[src/rtl/regfile_scan_pkg.sv]
// Shared datapath sizing for the register file and its debug read-out initiator.
package regfile_scan_pkg;

  // Register file geometry shared across the datapath.
  localparam int RF_WIDTH      = 32;
  localparam int RF_ADDR_WIDTH = 5;

endpackage : regfile_scan_pkg

[src/rtl/regfile_scan.sv]
// Debug read-out initiator: sweeps the register file read port on a start
// pulse and streams {address, data} pairs over a valid/ready interface.
module regfile_scan
  import regfile_scan_pkg::*;
#(
  parameter int WIDTH      = RF_WIDTH,
  parameter int ADDR_WIDTH = RF_ADDR_WIDTH
) (
  input  logic                  clk,
  input  logic                  reset,
  input  logic                  start,
  input  logic                  abort,
  input  logic                  skipZero,
  output logic [ADDR_WIDTH-1:0] readAddr,
  input  logic [WIDTH-1:0]      readData,
  output logic                  outValid,
  input  logic                  outReady,
  output logic [ADDR_WIDTH-1:0] outAddr,
  output logic [WIDTH-1:0]      outData,
  output logic                  outLast,
  output logic                  busy,
  output logic                  done
);

  typedef enum logic [1:0] {
    S_IDLE = 2'd0,
    S_LOAD = 2'd1,
    S_HOLD = 2'd2,
    S_DONE = 2'd3
  } state_e;

  localparam logic [ADDR_WIDTH-1:0] ADDR_ZERO = {ADDR_WIDTH{1'b0}};
  localparam logic [ADDR_WIDTH-1:0] ADDR_ONE  = {{(ADDR_WIDTH-1){1'b0}}, 1'b1};
  localparam logic [ADDR_WIDTH-1:0] ADDR_LAST = {ADDR_WIDTH{1'b1}};

  state_e                  state_q, state_d;
  logic [ADDR_WIDTH-1:0]   addr_q, addr_d;
  logic                    out_valid_q, out_valid_d;
  logic [ADDR_WIDTH-1:0]   out_addr_q, out_addr_d;
  logic [WIDTH-1:0]        out_data_q, out_data_d;
  logic                    out_last_q, out_last_d;
  logic                    busy_q, busy_d;
  logic                    done_q, done_d;

  // Next-state, address counter and output-capture logic.
  always_comb begin
    state_d     = state_q;
    addr_d      = addr_q;
    out_valid_d = out_valid_q;
    out_addr_d  = out_addr_q;
    out_data_d  = out_data_q;
    out_last_d  = out_last_q;
    case (state_q)
      S_IDLE: begin
        // abort is deliberately ignored here so start always wins.
        if (start) begin
          addr_d  = skipZero ? ADDR_ONE : ADDR_ZERO;
          state_d = S_LOAD;
        end else begin
          state_d = S_IDLE;
        end
      end
      S_LOAD: begin
        if (abort) begin
          state_d     = S_IDLE;
          out_valid_d = 1'b0;
        end else begin
          // readData is combinational from readAddr, so it is captured here.
          out_data_d  = readData;
          out_addr_d  = addr_q;
          out_last_d  = (addr_q == ADDR_LAST);
          out_valid_d = 1'b1;
          state_d     = S_HOLD;
        end
      end
      S_HOLD: begin
        if (abort) begin
          state_d     = S_IDLE;
          out_valid_d = 1'b0;
        end else if (outReady) begin
          out_valid_d = 1'b0;
          if (out_last_q) begin
            state_d = S_DONE;
          end else begin
            // Never wraps: the all-ones word ends the scan before increment.
            addr_d  = addr_q + ADDR_ONE;
            state_d = S_LOAD;
          end
        end else begin
          state_d = S_HOLD;
        end
      end
      S_DONE: begin
        state_d = S_IDLE;
      end
      default: begin
        state_d     = S_IDLE;
        out_valid_d = 1'b0;
      end
    endcase
    busy_d = (state_d != S_IDLE);
    done_d = (state_d == S_DONE);
  end

  // State and output registers; reset is asynchronous on assertion.
  always_ff @(posedge clk or negedge reset) begin
    if (!reset) begin
      state_q     <= S_IDLE;
      addr_q      <= ADDR_ZERO;
      out_valid_q <= 1'b0;
      out_addr_q  <= ADDR_ZERO;
      out_data_q  <= {WIDTH{1'b0}};
      out_last_q  <= 1'b0;
      busy_q      <= 1'b0;
      done_q      <= 1'b0;
    end else begin
      state_q     <= state_d;
      addr_q      <= addr_d;
      out_valid_q <= out_valid_d;
      out_addr_q  <= out_addr_d;
      out_data_q  <= out_data_d;
      out_last_q  <= out_last_d;
      busy_q      <= busy_d;
      done_q      <= done_d;
    end
  end

  assign readAddr = addr_q;
  assign outValid = out_valid_q;
  assign outAddr  = out_addr_q;
  assign outData  = out_data_q;
  assign outLast  = out_last_q;
  assign busy     = busy_q;
  assign done     = done_q;

endmodule : regfile_scan

[config.mk]
export PLATFORM = sky130hd
export DESIGN_NAME = regfile_scan
export DESIGN_NICKNAME = d
export VERILOG_FILES = /design/src/rtl/regfile_scan_pkg.sv /design/src/rtl/regfile_scan.sv
export SDC_FILE = /design/constraint.sdc
export NUM_CORES = 1
export LEC_CHECK = 0
export CAP_MARGIN = 15
export CORE_MARGIN = 1.5
export CORE_UTILIZATION = 39
export DETAILED_ROUTE_END_ITERATION = 10
export PLACE_DENSITY = 0.75
export SLEW_MARGIN = 10
export SYNTH_ARGS = -nofsm -noshare
export SYNTH_HDL_FRONTEND = slang
export SYNTH_SLANG_ARGS = --single-unit
export TNS_END_PERCENT = 20
[constraint.sdc]
create_clock -name clk -period 1.4 [get_ports clk]
set_input_delay 0.14 -clock clk [delete_from_list [all_inputs] [get_ports clk]]
set_output_delay 0.14 -clock clk [all_outputs]
set_load 0.005 [all_outputs]
Yosys cells after proc, flatten, opt, wreduce, memory -nomap -nowiden
Index checks and enable logic that the tools add are counted.

Register bits: 48. Bits in latches: 0. Bits in writable memories: 0. ROM bits: 0. Bits of input ports: 38. Output and inout bits: 46. Logic and storage cells: 43. Memories kept: 0.

$add $sub $neg: 1. Multipliers: 0. Divide/modulo/power cells: 0. $lt $le $gt $ge: 0. Equal/unequal tests: 10. Shift operators: 0. Mux-type cells: 16. Bitwise gates (word level): 1. Reduce and logical (&&, ||, !) cells: 7.

Operators with widths (count): $mux W5 (4); $pmux W5 S2 (1); $mux W2 (4); $ne A2 B2 Y1 const B (4); $pmux W2 S4 (1); $eq A2 B2 Y1 const B (3); $reduce_bool A2 Y1 (3); $add A5 B1 Y5 const B (1); $eq A5 B5 Y1 const B (1); $mux W1 (5); $reduce_and A5 Y1 (1); $reduce_and A2 Y1 (2); $ne A3 B3 Y1 const B (1); $eq A2 B1 Y1 const B (1); $logic_not A2 Y1 (1); $pmux W1 S2 (1); $not A1 Y1 (1).

Depth between registers and ports, before layout
Gate-level depths: netlist (run 1).

Depth after elaboration: 5. Depth in mapped cells: 6. Mapped depth without buffers: 5.

Worst setup path after synthesis (run 1)
Ideal clock, no wire load.

Path kind: register to register. From: reg state_q[1]. To: reg out_addr_q[0] (netlist: outAddr[0]). Setup time: 0.125 ns. Data arrival time: 1.334 ns. Required time: 1.275 ns. Slack: -0.059 ns. Cell stages (with the launch flop): 7. Buffers on the path: 3. Path through: dfrtp_1 > clkbuf_2 > nor2b_2 > nor2b_4 > buf_6 > buf_12 > mux2_4.

Longest elaborated chain between the ends: 2.

RTL lines: from (decl) (RTL line regfile_scan.sv:36) `state_e state_q, state_d;`; from (signal assigned) (RTL line regfile_scan.sv:117) `state_q <= state_d;`; $eq A2 B1 Y1 (RTL line regfile_scan.sv:53) `case (state_q)`; $reduce_and A2 Y1 (no line); to (signal assigned) (RTL line regfile_scan.sv:120) `out_addr_q <= out_addr_d;`; to (decl) (RTL line regfile_scan.sv:39) `logic [ADDR_WIDTH-1:0] out_addr_q, out_addr_d;`.

No other way between the ends. A chain may end at the register's enable or synchronous reset.

Worst setup path after layout (run 1)
From: reg state_q[1]. To: reg out_data_q[0] (netlist: outData[0]).

Longest elaborated chain between the ends: 2.

RTL lines: $eq A2 B1 Y1 (RTL line regfile_scan.sv:53); $reduce_and A2 Y1 (no line); to (signal assigned) (RTL line regfile_scan.sv:112) `out_data_q <= {WIDTH{1'b0}};`; to (signal assigned) (RTL line regfile_scan.sv:121) `out_data_q <= out_data_d;`; to (decl) (RTL line regfile_scan.sv:40) `logic [WIDTH-1:0] out_data_q, out_data_d;`.

No other way between the ends.

==> impl_metrics.ini, run 1 <==
[outcome]
status = finished with violations
violations = negative setup slack

[clock_network]
htreeDepth = 2
cts_buffers = 5
clk_pin_slew_ns = 0.09
clk_path_buf_depth = 2
numClockSinks = 48
cts_root_buffer = clkbuf_8
cts_tree = done
clock_latency_ns = 0.30

[global_routing]
grt_pass1_vias = 1428
antenna_found_initial = 0
grt_max_degree = 35
grt_overflow = 0
grt_util_all_layers = 0.1573
grt_pass1_wl_mm = 6.872

[logic_synthesis]
seq_area_frac_synth = 0.5808
ys_top_cells_by_count = dfrtp_1, mux2_4, mux2_2
synth_area_sq_um = 2068
synth_cell_types = 35
synthFlopType = dfrtp_1
yosysWarnings = 0
synth_edf_count = 0
syn-num-nets = 177
postSynthAreaPerCell_sq_um = 15.10
synth-seq-cells = 48
async_flop_share = 1.000
yosysTopAreaCell = dfrtp_1
synth_most_common_cell = dfrtp_1
syn_inst = 137
synth_top_area_share = 0.5808
synth.area.top_cells = dfrtp_1, mux2_4, mux2_2

[worst_setup_path]
cp.required_ns = 1.59
crit_top_cell = nor2b_4
crit_fanout = 7
crit_path_max_incr_delay_ns = 0.41
crit_slowest_cell = dfrtp_1
cp_num_buf_inv = 2
crit_family = flip-flops
critical_path.cell_chain = nor2b_4 -> nor2b_4 -> buf_12 -> clkbuf_16 -> mux2_4
path_class = flip-flop to flip-flop
cp_data_arrival_time_ns = 1.61
end_kind = flip-flop
cp-start-kind = flip-flop

[placement]
routabilityCongestion = 0.8232
dpl-instance-area_sq_um = 3034
io_buffers = 83
hpwl_mm = 3.233

[die]
core_area_sq_um = 5107
rows = 26
start_util = 0.4049
die_h_um = 75.82
io_pins = 84
die_area_sq_um = 5749
die_x_um = 75.82

[drt]
dr.pass1.iters = 4
wirelength_mm = 4.788
viasPerCell = 4.870
num_vias = 1500
first_iter_violations = 50
drc = 0
wl_per_cell_um = 15.55
detail-route-antenna-nets = 0

[layout]
n_fill_cell = 397
area_growth_pct = 61.89
fin_area_sq_um = 3348
diodes = 0
fin_nets = 277
final_layout_size_suffix_gt1_frac = 0.2815

[power_and_ir_drop]
power_density_nw_per_um2 = 1425
switching_share = 0.2412
sequentialPowerShare = 0.416
intPower_w = 0.003620
leakage_nw = 1.532
switching_power_w = 0.001150
p_clk_frac = 0.203
vdd_ir_drop_max_mv = 0.8283
p_comb_frac = 0.381

[sta]
worstMarginPinSlew_ns = 0.3617
max_freq_ghz = 0.7045
fin_crit_sh = 1.014
rsz0062_at_grt = yes
setup_violations = 18
hold_viol = 0
tns_ns = -0.1275
drv_slew = 0
setup_ws_ns = -0.01953
whs_ns = 0.2710
max_slew_margin = 0.7585
finalCriticalPeriod_ns = 1.420
fin_skew_ns = 0.009663

[worst_hold_path]
hp-class = input pin to flip-flop

[run]
cap_viol_max_count = 0
## worst register-to-register path: stages, from the launching register on
cell and delay, ns:
dfrtp_1 0.41, nor2b_4 0.12, nor2b_4 0.16, buf_12 0.16, clkbuf_16 0.16, mux2_4 0.30
## flip-flops by register name, indices dropped and copies added (netlist names)
register	cells
outAddr	5
readAddr	5
done	1
outData	32
outValid	1
state_q	2
outLast	1
busy	1
## path summary, 6_finish.rpt
path | slack, ns | start | to | cells past startpoint
max | -0.02 | state_q[1]$_DFF_PN0_ | outData[0]$_DFFE_PN0P_ | 5
max in group asynchronous | 0.61 | reset | readAddr[2]$_DFFE_PN0P_ | 3
min reg2reg | 0.52 | outData[25]$_DFFE_PN0P_ | outData[25]$_DFFE_PN0P_ | 1
min in group asynchronous | 0.29 | reset | outData[2]$_DFFE_PN0P_ | 2
max reg2reg | -0.02 | state_q[1]$_DFF_PN0_ | outData[0]$_DFFE_PN0P_ | 5
min | 0.27 | abort | state_q[1]$_DFF_PN0_ | 2
## final cells by class
cell class | instances | area, sq um | area share
multi-input cells | 81 | 869.6 | 0.2597
well taps | 70 | 87.58 | 0.02616
clock buffers | 6 | 72.57 | 0.02167
clock inverters | 2 | 35.03 | 0.01046
inverters | 1 | 3.754 | 0.001121
repair buffers | 100 | 1077 | 0.3217
flip-flops and latches | 48 | 1202 | 0.3591
## routing by layer
layer / vias to the layer above / wire length [um] / share of wire / GRT usage
met1: 764 / 2034 / 0.42 / 0.2081
met3: 5 / 194 / 0.041 / 0.03042
met5: - / 0 / 0 / 0
met4: 0 / 42 / 0.0088 / 0.05556
met2: 45 / 2516 / 0.53 / 0.2580
li1: 686 / - / - / -
## through the flow
stage	util	cells	worst slack (ns)	power, W
after CTS	0.6178	303	-0.02717	0.004653
after detailed placement	0.5941	294	-0.2885	0.003653
after floorplan	-	137	-0.04796	0.002623
after global routing	0.6556	308	-0.07873	0.005049
final	0.6556	308	-0.01953	0.004770
after global placement	0.5941	294	-0.2546	0.003614
## cells in the final DEF, fill, tap and decap left out, types with 2 or more instances in the layout
cell type / count
a21oi_1: 3
clkdlybuf4s50_1: 75
nand2b_1: 4
o211ai_1: 3
clkbuf_16: 3
clkbuf_8: 5
o21ai_0: 2
buf_4: 7
dlymetal6s2s_1: 3
mux2_4: 38
nor2b_4: 2
dfrtp_1: 47
nand2_1: 7
buf_12: 5
nand3_1: 3
dlygate4sd2_1: 4
nor3b_1: 2
## repair_timing
action | in CTS | in global routing
setup endpoints to repair | 22 | 43
buffers inserted | 0 | 1
hold buffers | 1 | 0
hold endpoints to repair | 14 | 0
gates resized for setup | 7 | 24
gates cloned | 0 | 4
## cell families (layout without fill, tap and decap cells)
group           count (synthesis)  in the layout  synth area share
compound gates                 16             16           0.05324
fa+ha+maj                       2              2           0.01210
simple gates                   25             25           0.07380
flops                          48             48            0.5808
mux                            38             38            0.2432
buf+inv                         8            109           0.03690
## power by group through the flow
stage               Combinational, W  Sequential (W)  Clock, W
floorplan                   0.000599         0.00202         0
global placement             0.00163         0.00198         0
detailed placement           0.00166         0.00199         0
CTS                          0.00168         0.00198   0.00100
global route                 0.00195         0.00204   0.00106
finish                       0.00182         0.00199  0.000968
No activity file was read; power rests on OpenSTA's default activity.
==> run 2, diff against run 1 <==
--- a/config.mk
+++ b/config.mk
@@ -9,8 +9,9 @@
 export CORE_MARGIN = 1.5
 export CORE_UTILIZATION = 39
 export DETAILED_ROUTE_END_ITERATION = 10
+export GPL_TIMING_DRIVEN = 0
 export PLACE_DENSITY = 0.75
-export SLEW_MARGIN = 10
+export SLEW_MARGIN = 5
 export SYNTH_ARGS = -nofsm -noshare
 export SYNTH_HDL_FRONTEND = slang
 export SYNTH_SLANG_ARGS = --single-unit
==> constraint.sdc (replaced) <==
create_clock -name clk -period 1.2 [get_ports clk]
set_input_delay 0.12 -clock clk [delete_from_list [all_inputs] [get_ports clk]]
set_output_delay 0.12 -clock clk [all_outputs]
set_load 0.005 [all_outputs]
==> run 2 against run 1 <==
Effect of this change:
- routed wire length decreased by 2.7%
- critical path depth unchanged
- via count decreased by 3.7%
- non-clock buffer count decreased by 4
- register-to-register slack got worse by 0.22 ns
- the run still ends with negative setup slack left
- largest cell class unchanged
- hold slack got worse by 0.14 ns
- critical path type unchanged
- sequential share of layout area increased by 1.4 points
- maximum frequency decreased by 1.6%
- die area unchanged
- sequential cell count unchanged
- global-route usage increased by 0.19 points
- count of clock-buffer cells in the layout increased by 1
==> impl_metrics.ini, run 2 (synthesized netlist as in run 1, its figures left out) <==
[outcome]
status = finished with violations
violations = negative setup slack

[drt]
dr.pass1.iters = 3
first_iter_violations = 53
drc = 0
wl_per_cell_um = 15.32
wirelength_mm = 4.657
viasPerCell = 4.753
detail-route-antenna-nets = 0
num_vias = 1445

[power_and_ir_drop]
power_density_nw_per_um2 = 1626
vdd_ir_drop_max_mv = 1.062
leakage_nw = 1.551

[clock_network]
clock_latency_ns = 0.29
cts_root_buffer = clkbuf_8
cts_buffers = 5
clk_pin_slew_ns = 0.09
numClockSinks = 48
htreeDepth = 2
cts_tree = done
clk_path_buf_depth = 2

[layout]
diodes = 0
fin_nets = 273
fin_area_sq_um = 3232
final_layout_size_suffix_gt1_frac = 0.2949
layout_commonest_cell = dfrtp_1
area_growth_pct = 56.26
final_core_util = 0.6328
largest_reg_flops = 32
layout_common_cells = dfrtp_1, dlygate4sd2_1, clkdlybuf4s50_1, mux2_4, mux2_2

[global_routing]
grt_max_degree = 30
grt_util_all_layers = 0.1592
antenna_found_initial = 0
grt_overflow = 0
grt_pass1_vias = 1432
grt_pass1_wl_mm = 7.017

[worst_setup_path]
path_class = flip-flop to flip-flop
crit_family = flip-flops
cp_data_arrival_time_ns = 1.62
cp-start-kind = flip-flop
rr_worst_depth = 5
end_kind = flip-flop
crit_path_max_incr_delay_ns = 0.42
crit_slowest_cell = dfrtp_1
r2r-start = state_q[1]$_DFF_PN0_
cp.required_ns = 1.37
crit_fanout = 7
setup.worst_path.end = outAddr[1]$_DFFE_PN0P_
regToRegSetupSlack_ns = -0.24
cp_num_buf_inv = 2
crit_top_cell = nor2b_4
cp_num_cells = 5
reg2reg_to = outAddr[1]$_DFFE_PN0P_
startpoint = state_q[1]$_DFF_PN0_
critical_path.cell_chain = nor2b_4 -> nor2b_4 -> buf_12 -> clkbuf_16 -> mux2_4

[placement]
routabilityCongestion = 0.8073
dpl-instance-area_sq_um = 3005
io_buffers = 82
hpwl_mm = 3.352

[sta]
setup_ws_ns = -0.2425
max_freq_ghz = 0.6932
fin_crit_sh = 1.202
finalCriticalPeriod_ns = 1.443
rsz0062_at_grt = yes
hold_viol = 0
drv_slew = 0
max_slew_margin = 0.6935
worstMarginPinSlew_ns = 0.4597
tns_ns = -8.284
fin_skew_ns = 0.008172
setup_violations = 46

[die]
io_pins = 84
die_area_sq_um = 5749
rows = 26
core_area_sq_um = 5107
die_h_um = 75.82
start_util = 0.4049
die_x_um = 75.82

[worst_hold_path]
hp-class = input pin to flip-flop
holdPathStages = 2

[run]
cap_viol_max_count = 0
-- run 2: cell types whose count changed in the layout (fill, tap and decap cells not counted), sizes merged --
cell,delta
clkinv,-1
buf,-1
dlygate4sd2,+39
clkbuf,-1
clkdlybuf4s50,-40
-- run 2: worst min path at each step --
stage,from,slack (ns),to
floorplan,reset,-0.18,busy$_DFF_PN0_
global placement,abort,0.42,state_q[1]$_DFF_PN0_
detailed placement,reset,0.1,outData[1]$_DFFE_PN0P_
CTS,abort,0.11,done$_DFF_PN0_
global route,abort,0.14,done$_DFF_PN0_
finish,abort,0.13,state_q[1]$_DFF_PN0_
-- run 2: final cells by class --
class / instances / area [sq um]
well taps: 70 / 87.58
plain buffers: 6 / 83.83
flip-flops and latches: 48 / 1206
fillers: 406 / 1876
repair buffers: 90 / 894.6
inverters: 1 / 3.754
clock buffers: 7 / 96.34
multi-input cells: 81 / 829.5
clock inverters: 1 / 30.03
-- run 2: metrics by stage --
step                      total power (W)  hold slack, ns  cells  setup WS [ns]
after CTS                        0.005313          0.1147    303        -0.3417
final                            0.005256          0.1321    304        -0.2425
after global routing             0.005575          0.1399    304        -0.3032
after floorplan                  0.003060         -0.1756    137        -0.2480
after detailed placement         0.004247         0.09841    290        -0.4236
after global placement           0.004181          0.4235    289         -1.357
-- run 2: worst register-to-register path, delay by kind of cell, from the launching register on --
kind | cells | cell delay, ns
DFF | 1 | 0.42
and+or+nand+nor | 2 | 0.30
muxes | 1 | 0.29
buffers and inverters | 2 | 0.32
-- run 2: repair_timing --
action                                  in CTS  in global routing
hold buffers                                 1                  0
gates resized for setup                     56                  9
gates cloned                                 1                  1
endpoints found under the hold margin       19                  0
setup buffers                                3                  1
pin swaps                                    0                  0
endpoints found under the setup margin      91                 51
-- run 2: layer usage --
metal	share of wire	track usage	up-vias
met5	0	0	-
met4	0.0073	0.04762	0
met3	0.042	0.02646	2
met2	0.51	0.2580	38
met1	0.44	0.2191	728
li1	-	-	677
-- run 2: power by group --
group / leakage [nW] / internal [W] / switching (W)
Clock: 0.0645 / 0.000735 / 0.000513
Combinational: 0.905 / 0.00116 / 0.000540
Sequential: 0.582 / 0.00206 / 0.000248
Total: 1.55 / 0.00396 / 0.00130
==> run 3, diff against run 2 <==
--- a/config.mk
+++ b/config.mk
@@ -5,12 +5,14 @@
 export SDC_FILE = /design/constraint.sdc
 export NUM_CORES = 1
 export LEC_CHECK = 0
+export ABC_CLOCK_PERIOD_IN_PS = 1200
 export CAP_MARGIN = 15
 export CORE_MARGIN = 1.5
 export CORE_UTILIZATION = 39
 export DETAILED_ROUTE_END_ITERATION = 10
 export GPL_TIMING_DRIVEN = 0
 export PLACE_DENSITY = 0.75
+export SETUP_SLACK_MARGIN = 0.3
 export SLEW_MARGIN = 5
 export SYNTH_ARGS = -nofsm -noshare
 export SYNTH_HDL_FRONTEND = slang
==> run 3 against run 2 <==
Effect of this change:
- the flow still finishes with violations (negative setup slack)
- first-iteration DRC count up 30%
- register-to-register slack got worse by 0.08 ns
- die area unchanged
- worst setup slack worse by 0.077 ns
- maximum frequency down 5.1%
- critical path type unchanged
- highest routed layer unchanged
==> impl_metrics.ini, run 3 (synthesized netlist as in run 1, its figures left out) <==
[outcome]
status = finished with violations
violations = negative setup slack

[layout]
n_fill_cell = 429
largest_reg_flops = 32
seqCellArea_sq_um = 1206
area_growth_pct = 47.97
diodes = 0
fin_cells = 304
fin_nets = 273
multi_input_area_sq_um = 824.5
fin_area_sq_um = 3060
layout_common_cells = dfrtp_1, buf_2, clkdlybuf4s50_1, mux2_4, mux2_2
layout_commonest_cell = dfrtp_1
final_layout_size_suffix_gt1_frac = 0.4786

[worst_setup_path]
cp_num_buf_inv = 3
crit_top_cell = nor2b_4
crit_path_max_incr_delay_ns = 0.38
critical_path.cell_chain = clkbuf_8 -> nor2b_4 -> nor2b_4 -> buf_12 -> clkbuf_16 -> mux2_4
cp_data_arrival_time_ns = 1.69
crit_fanout = 7
cp.required_ns = 1.37
crit_family = buffers and inverters
path_class = flip-flop to flip-flop
end_kind = flip-flop
crit_slowest_cell = dfrtp_1
cp-start-kind = flip-flop

[clock_network]
cts_buffers = 5
cts_tree = done
clk_pin_slew_ns = 0.09
clock_latency_ns = 0.29
numClockSinks = 48
clk_path_buf_depth = 2
htreeDepth = 2
cts_root_buffer = clkbuf_8

[global_routing]
grt_pass1_wl_mm = 7.058
grt_util_all_layers = 0.1597
antenna_found_initial = 0
grt_pass1_vias = 1434
grt_max_degree = 30
grt_overflow = 0

[drt]
wl_per_cell_um = 15.29
num_vias = 1434
drc = 0
wirelength_mm = 4.647
first_iter_violations = 69
detail-route-antenna-nets = 0
dr.pass1.iters = 4
viasPerCell = 4.717

[die]
die_h_um = 75.82
die_area_sq_um = 5749
start_util = 0.4049
io_pins = 84
rows = 26
die_x_um = 75.82
core_area_sq_um = 5107

[placement]
dpl-instance-area_sq_um = 3005
placed_cells = 290
routabilityCongestion = 0.8073
post-place-ws_ns = -0.4236
io_buffers = 82
hpwl_mm = 3.352

[worst_hold_path]
hp-class = input pin to flip-flop

[sta]
fin_crit_sh = 1.266
rsz0062_at_grt = yes
finalCriticalPeriod_ns = 1.519
max_freq_ghz = 0.6582
setup_ws_ns = -0.3193
worstMarginPinSlew_ns = 0.4516
max_slew_margin = 0.6983
drv_slew = 0
setup_violations = 47
whs_ns = 0.1260
fin_skew_ns = 0.008279
hold_viol = 0

[power_and_ir_drop]
vdd_ir_drop_max_mv = 1.040
sequentialPowerShare = 0.450
intPower_w = 0.003831
switching_power_w = 0.001309
leakage_nw = 1.442
p_clk_frac = 0.243
power_density_nw_per_um2 = 1680
p_comb_frac = 0.307
power_w = 0.005140
switching_share = 0.2547

[run]
cap_viol_max_count = 0
run 3: cell types whose count changed in the layout (fill, tap and decap cells not counted), sizes merged:
| cell | before | now |
|---|---|---|
| buf | 13 | 52 |
| clkbuf | 8 | 13 |
| clkdlybuf4s15 | 0 | 1 |
| dlygate4sd2 | 43 | 1 |
| dlymetal6s2s | 3 | 0 |
run 3: worst reg2reg max path, stage by stage (launching register included):
cell       delay (ns)
dfrtp_1          0.38
clkbuf_8         0.14
nor2b_4          0.10
nor2b_4          0.18
buf_12           0.16
clkbuf_16        0.16
mux2_4           0.29
run 3: cell type report:
type,count,share of cell area
flip-flops and latches,48,0.3941
well taps,70,0.02862
clock buffers,7,0.03148
plain buffers,7,0.03189
repair buffers,89,0.2334
multi-input cells,81,0.2694
inverters,1,0.001226
clock inverters,1,0.009812
run 3: worst paths after layout:
check                                        startpoint                 endpoint  slack [ns]  depth (start not counted)
worst max-delay path               state_q[1]$_DFF_PN0_   outAddr[1]$_DFFE_PN0P_       -0.32                          6
worst min-delay path                              abort           done$_DFF_PN0_        0.13                          2
worst max register to register     state_q[1]$_DFF_PN0_   outAddr[1]$_DFFE_PN0P_       -0.32                          6
worst min register to register  outData[21]$_DFFE_PN0P_  outData[21]$_DFFE_PN0P_        0.51                          1
max in group asynchronous                         reset     state_q[0]$_DFF_PN0_        0.48                          3
min in group asynchronous                         reset   outData[8]$_DFFE_PN0P_        0.26                          2
run 3: layer usage:
layer	vias to the layer above	track usage	part of all wire	routed length [um]
li1	677	-	-	-
met1	719	0.2204	0.44	2054
met2	36	0.2599	0.51	2389
met3	2	0.02381	0.036	169
met4	0	0.04762	0.0073	34
met5	-	0	0	0
run 3: metrics by stage:
step / util / setup TNS [ns]
2_1_floorplan: - / -7.851
3_3_place_gp: 0.5855 / -78.14
3_5_place_dp: 0.5884 / -14.69
4_1_cts: 0.5943 / -12.86
5_1_grt: 0.5992 / -14.83
6_report: 0.5992 / -11.40
run 3: power groups by stage:
stage               Combinational [W]  Sequential [W]  Clock, W
floorplan                    0.000699         0.00236         0
global placement              0.00186         0.00232         0
detailed placement            0.00190         0.00235         0
CTS                           0.00160         0.00231   0.00129
global route                  0.00171         0.00237   0.00136
finish                        0.00158         0.00231   0.00125
run 3: what timing repair did:
action	CTS	global route
resized for setup	178	13
setup endpoints to repair	94	123
setup buffers	3	0
cloned	1	1
pin swaps	1	1
hold buffers	1	0
endpoints found under the hold margin	19	0
==> RTL edit 1, RTL diff (flow settings as in run 1) <==
Re-encode `state_e` (4 states) as one-hot, 4 bits wide.
--- a/src/rtl/regfile_scan.sv
+++ b/src/rtl/regfile_scan.sv
@@ -22,11 +22,11 @@
   output logic                  done
 );
 
-  typedef enum logic [1:0] {
-    S_IDLE = 2'd0,
-    S_LOAD = 2'd1,
-    S_HOLD = 2'd2,
-    S_DONE = 2'd3
+  typedef enum logic [3:0] {
+    S_IDLE = 4'b0001,
+    S_LOAD = 4'b0010,
+    S_HOLD = 4'b0100,
+    S_DONE = 4'b1000
   } state_e;
 
   localparam logic [ADDR_WIDTH-1:0] ADDR_ZERO = {ADDR_WIDTH{1'b0}};
Check against the original RTL: no difference found for any inputs over 10 cycles, from zero or initial values and one cycle with reset low; not proved beyond that.
==> RTL edit 1 against run 1 <==
The flow still finishes with violations (setup timing); via count is 3.9% higher; total power is 11% higher; die area is 2.0% lower; non-clock buffer count is 6 higher; first-iteration DRC count is 70% higher; final area is 0.52% higher; worst setup slack worse by 66 ps; combinational power is 20% higher; area after synthesis is 2.1% lower; sequential cell count is 2 higher; wire length is 3.6% higher; sequential power is 13% higher; critical path type unchanged; largest power group unchanged; highest routed layer unchanged.
==> RTL edit 1: results (changes against run 1) <==
- Mapped Nets: 177 (unchanged)
- First-pass GRT wire length: 7314 µm (was 6872 µm)
- WL final: 4962 µm (was 4788 µm)
- Dpl hpwl: 3420 µm (was 3233 µm)
- # H-tree levels: 2 (unchanged)
- Synth unique cells: 32 (was 35)
- Filler cell count: 396 (was 397)
- Max VDD drop: 0.6934 mV (was 0.8283 mV)
- Worst Clk Skew: 9.952 ps (was 9.663 ps)
- Final Setup Violations: 44 (was 18)
- Most common library cells after synthesis: dfrtp_1, mux2_2, nand3_1 (was dfrtp_1, mux2_4, mux2_2)
- Leak Pwr: 1.638 nW (was 1.532 nW)
- Fraction of final layout cells sized beyond drive strength 1: 32.39% (was 28.15%)
- Drt via density: 4.918 (was 4.870)
- All-Layer GR Usage: 17.12% (was 15.73%)
- Placed Area: 0.003100 mm² (was 0.003034 mm²)
- Synth area leaders: dfrtp_1, mux2_2, mux2_1 (was dfrtp_1, mux2_4, mux2_2)
- GPL Wtd Cong: 0.8048 (was 0.8232)
- Syn avg cell area: 14.78 µm² (was 15.10 µm²)
- Fin area: 0.003366 mm² (was 0.003348 mm²)
- Largest net degree at the start of global routing: 25 (was 35)
- Final net count: 286 (was 277)
- Non-Filler Instances: 317 (was 308)
- Failing checks: setup timing (unchanged)
- Outcome: finished with violations (unchanged)
- Crit-path max FO: 5 (was 7)
- DRT iter0 DRCs: 85 (was 50)
- Min-Delay Path Class: in2async (was in2reg)
- Worst slew margin: 73.97% (was 75.85%)
- Root buf cell: clkbuf_8 (unchanged)
- Number of global-route vias before repair: 1556 (was 1428)
- Inst Count DP: 304 (was 294)
- Sequential area share after synthesis: 61.87% (was 58.08%)
- Setup slack after layout: -85.19 ps (was -19.53 ps)
-- RTL edit 1: cell types whose count changed in the layout (fill, tap and decap cells not counted), moves of 4 or more --
cell      delta
buf_4        +9
mux2_2      +16
nand2b_1     -4
mux2_4      -20
-- RTL edit 1: through the flow --
| stage | setup slack, ps | hold WS [ps] | setup TNS, ps |
|---|---|---|---|
| 2_1_floorplan | -33.03 | -155.6 | -33.03 |
| 3_3_place_gp | -173.5 | 76.72 | -5941 |
| 3_5_place_dp | -226.7 | 84.66 | -7826 |
| 4_1_cts | -95.43 | 291.7 | -3242 |
| 5_1_grt | -155.7 | 297.3 | -4386 |
| 6_report | -85.19 | 284.9 | -2006 |
-- RTL edit 1: critical path: stages, from the launching register on --
cell and delay [ps]:
dfrtp_2 460, or4b_4 590, a311o_1 330
-- RTL edit 1: path summary, 6_finish.rpt --
path / startpoint / to / slack (ps)
max: state_q[1]$_DFF_PN0_ / readAddr[0]$_DFFE_PN0P_ / -90
min: reset / readAddr[4]$_DFFE_PN0P_ / 280
max reg2reg: state_q[1]$_DFF_PN0_ / readAddr[0]$_DFFE_PN0P_ / -90
min reg2reg: outData[2]$_DFFE_PN0P_ / outData[2]$_DFFE_PN0P_ / 500
max in group asynchronous: reset / state_q[0]$_DFF_PN1_ / 520
min in group clk: readData[2] / outData[2]$_DFFE_PN0P_ / 430
-- RTL edit 1: cells by family (layout without fill, tap and decap cells) --
family,after synthesis,after routing,share of synthesized area [%]
AOI/OAI and AO/OA,12,12,4.142
adders and majority gates,2,2,1.236
buffers and inverters,6,116,1.360
DFF,50,50,61.87
muxes,37,37,20.58
and+or+nand+nor,30,30,10.82
-- RTL edit 1: report_power, final --
part	internal, mW	switching, mW
Combinational	1.57	0.601
Clock	0.398	0.482
Sequential	1.97	0.285
Total	3.94	1.37
-- RTL edit 1: timing repair --
item | in CTS | in global routing
gates resized for setup | 5 | 31
pin swaps | 0 | 3
setup endpoints to repair | 49 | 49
setup buffers | 2 | 1
hold buffers | 1 | 0
gates cloned | 0 | 1
endpoints found under the hold margin | 13 | 0
-- RTL edit 1: per-layer routing --
| layer | up-vias | share of wire (%) | global-route usage (%) |
|---|---|---|---|
| met5 | - | 0 | 0 |
| met4 | 0 | 0.71 | 3.838 |
| met3 | 5 | 4.1 | 3.481 |
| met2 | 43 | 51 | 29.11 |
| met1 | 795 | 44 | 22.70 |
| li1 | 716 | - | - |
-- RTL edit 1: final cells by class --
class / instances / area share [%]
timing repair buffer: 106 / 31.71
multi-input combinational: 81 / 25.28
sequential: 50 / 37.36
inverter: 2 / 0.2230
tap: 70 / 2.602
clock inverter: 2 / 0.3717
clock buffer: 6 / 2.454
==> RTL edit 2, RTL diff (config.mk and constraints of run 1) <==
Without the edit above. Set the package constant `RF_ADDR_WIDTH` to 4 (it was 5).
--- a/src/rtl/regfile_scan_pkg.sv
+++ b/src/rtl/regfile_scan_pkg.sv
@@ -3,7 +3,7 @@
 
   // Register file geometry shared across the datapath.
   localparam int RF_WIDTH      = 32;
-  localparam int RF_ADDR_WIDTH = 5;
+  localparam int RF_ADDR_WIDTH = 4;
 
 endpackage : regfile_scan_pkg
 
Interface: changed (resized outAddr and readAddr); port bits go from 84 to 82. The function was not compared with the original's and may differ.
==> RTL edit 2 against run 1 <==
The flow still finishes with violations (setup timing); clock skew decreased by 2.0 ps; combinational power fell by 7%; first-iteration DRC count is 46% lower; sequential share of layout area grew 2.3 points; sequential cell count decreased by 2; sequential power is essentially flat; core utilization is 1.6 points lower; final cell count fell by 6.5%; area after synthesis is 7.0% lower; final area down 9.8%; fmax shrank 1.3%; worst setup slack got worse by 18 ps; wire length decreased by 14%; largest power group unchanged; total power decreased by 2.9%.
==> RTL edit 2: results (changes against run 1) <==
- Crit-path max FO: 27 (was 7)
- DRT iter0 DRCs: 27 (was 50)
- Ys Warns: 0 (unchanged)
- Worst Tran Pin Value: 408.9 ps (was 361.7 ps)
- Number of flip-flops in the largest register: 32 (unchanged)
- # H-tree levels: 2 (unchanged)
- Synth Flop Type: dfrtp_1 (unchanged)
- Worst Clk Skew: 7.691 ps (was 9.663 ps)
- Final net count: 259 (was 277)
- Min-Delay Path Class: in2async (was in2reg)
- Syn avg cell area: 15.27 µm² (was 15.10 µm²)
- GPL Wtd Cong: 0.7612 (was 0.8232)
- First-pass GRT wire length: 6617 µm (was 6872 µm)
- Setup slack at placement: -253.2 ps (was -288.5 ps)
- Max VDD drop: 0.8185 mV (was 0.8283 mV)
- Mapped Nets: 165 (was 177)
- Non-Filler Instances: 288 (was 308)
- Placed Area: 0.002861 mm² (was 0.003034 mm²)
- Final Setup Violations: 18 (unchanged)
- Buffers on Ports: 81 (was 83)
- Sequential area share after synthesis: 59.82% (was 58.08%)
- Synth area leaders: dfrtp_1, mux2_4, mux2_2 (unchanged)
- Internal: 3.500 mW (was 3.620 mW)
- All-Layer GR Usage: 16.08% (was 15.73%)
- DR WL/cell: 14.27 µm (was 15.55 µm)
- Fraction of final layout cells sized beyond drive strength 1: 28.96% (was 28.15%)
- Dpl hpwl: 3031 µm (was 3233 µm)
- Most common library cells after synthesis: dfrtp_1, mux2_2, mux2_4 (was dfrtp_1, mux2_4, mux2_2)
- Drt pass-1 iters: 5 (was 4)
- Setup slack after layout: -37.62 ps (was -19.53 ps)
- Synth unique cells: 29 (was 35)
- Failing checks: setup timing (unchanged)
- Inst Count DP: 278 (was 294)
- Largest net degree at the start of global routing: 31 (was 35)
- Drt via density: 4.705 (was 4.870)
- Outcome: finished with violations (unchanged)
- Leak Pwr: 1.315 nW (was 1.532 nW)
## RTL edit 2: path summary, 6_finish.rpt
kind | slack (ps) | end | startpoint | depth (start not counted)
min in group clk | 460 | outData[24]$_DFFE_PN0P_ | readData[24] | 2
worst min-delay path | 310 | outData[7]$_DFFE_PN0P_ | reset | 2
worst min register to register | 510 | outData[8]$_DFFE_PN0P_ | outData[8]$_DFFE_PN0P_ | 1
max in group asynchronous | 600 | readAddr[2]$_DFFE_PN0P_ | reset | 3
worst max register to register | -40 | outData[10]$_DFFE_PN0P_ | state_q[1]$_DFF_PN0_ | 3
worst max-delay path | -40 | outData[10]$_DFFE_PN0P_ | state_q[1]$_DFF_PN0_ | 3
## RTL edit 2: cells by family after synthesis
kind of cell / count (synthesis) / share of synthesized area [%]
simple gates: 17 / 5.786
mux: 38 / 25.62
compound gates: 11 / 3.706
buf+inv: 13 / 4.421
flops: 46 / 59.82
fa+ha+maj: 1 / 0.6501
## RTL edit 2: power groups by stage
stage / Sequential [mW] / Clock [mW] / Combinational [mW]
after detailed placement: 2.01 / 0 / 1.72
final: 1.99 / 0.944 / 1.70
after global routing: 2.04 / 1.02 / 1.83
after floorplan: 2.01 / 0 / 0.624
after CTS: 1.99 / 0.984 / 1.72
after global placement: 1.99 / 0 / 1.67
## RTL edit 2: final cells by class
class / instances / area [µm²]
Timing Repair Buffer: 93 / 922.1
Clock inverter: 3 / 40.04
Fill cell: 356 / 1703
Clock buffer: 5 / 68.82
Inverter: 7 / 26.28
Multi-Input combinational cell: 67 / 725.7
Tap cell: 67 / 83.83
Sequential cell: 46 / 1154
## RTL edit 2: worst max-delay path, cell delays in order, from the launching register on
cell and delay [ps]:
dfrtp_2 460, nor3b_4 240, buf_12 240, mux2_2 360
## RTL edit 2: metrics by stage
stage / setup TNS, ps / total power, mW
floorplan: -224.9 / 2.633
global placement: -7219 / 3.663
detailed placement: -8551 / 3.724
CTS: -79.37 / 4.693
global route: -1600 / 4.895
finish: -299.4 / 4.632
## RTL edit 2: repair_timing
action	in CTS	in global routing
endpoints found under the hold margin	16	0
gates resized for setup	4	6
endpoints found under the setup margin	15	27
pin swaps	0	1
setup buffers	1	0
hold buffers	1	0
## RTL edit 2: metal layers
| layer | wire (µm) | GRT usage (%) |
|---|---|---|
| met5 | 0 | 0 |
| met4 | 26 | 4.612 |
| met3 | 281 | 4.972 |
| met2 | 2146 | 27.88 |
| met1 | 1656 | 19.12 |
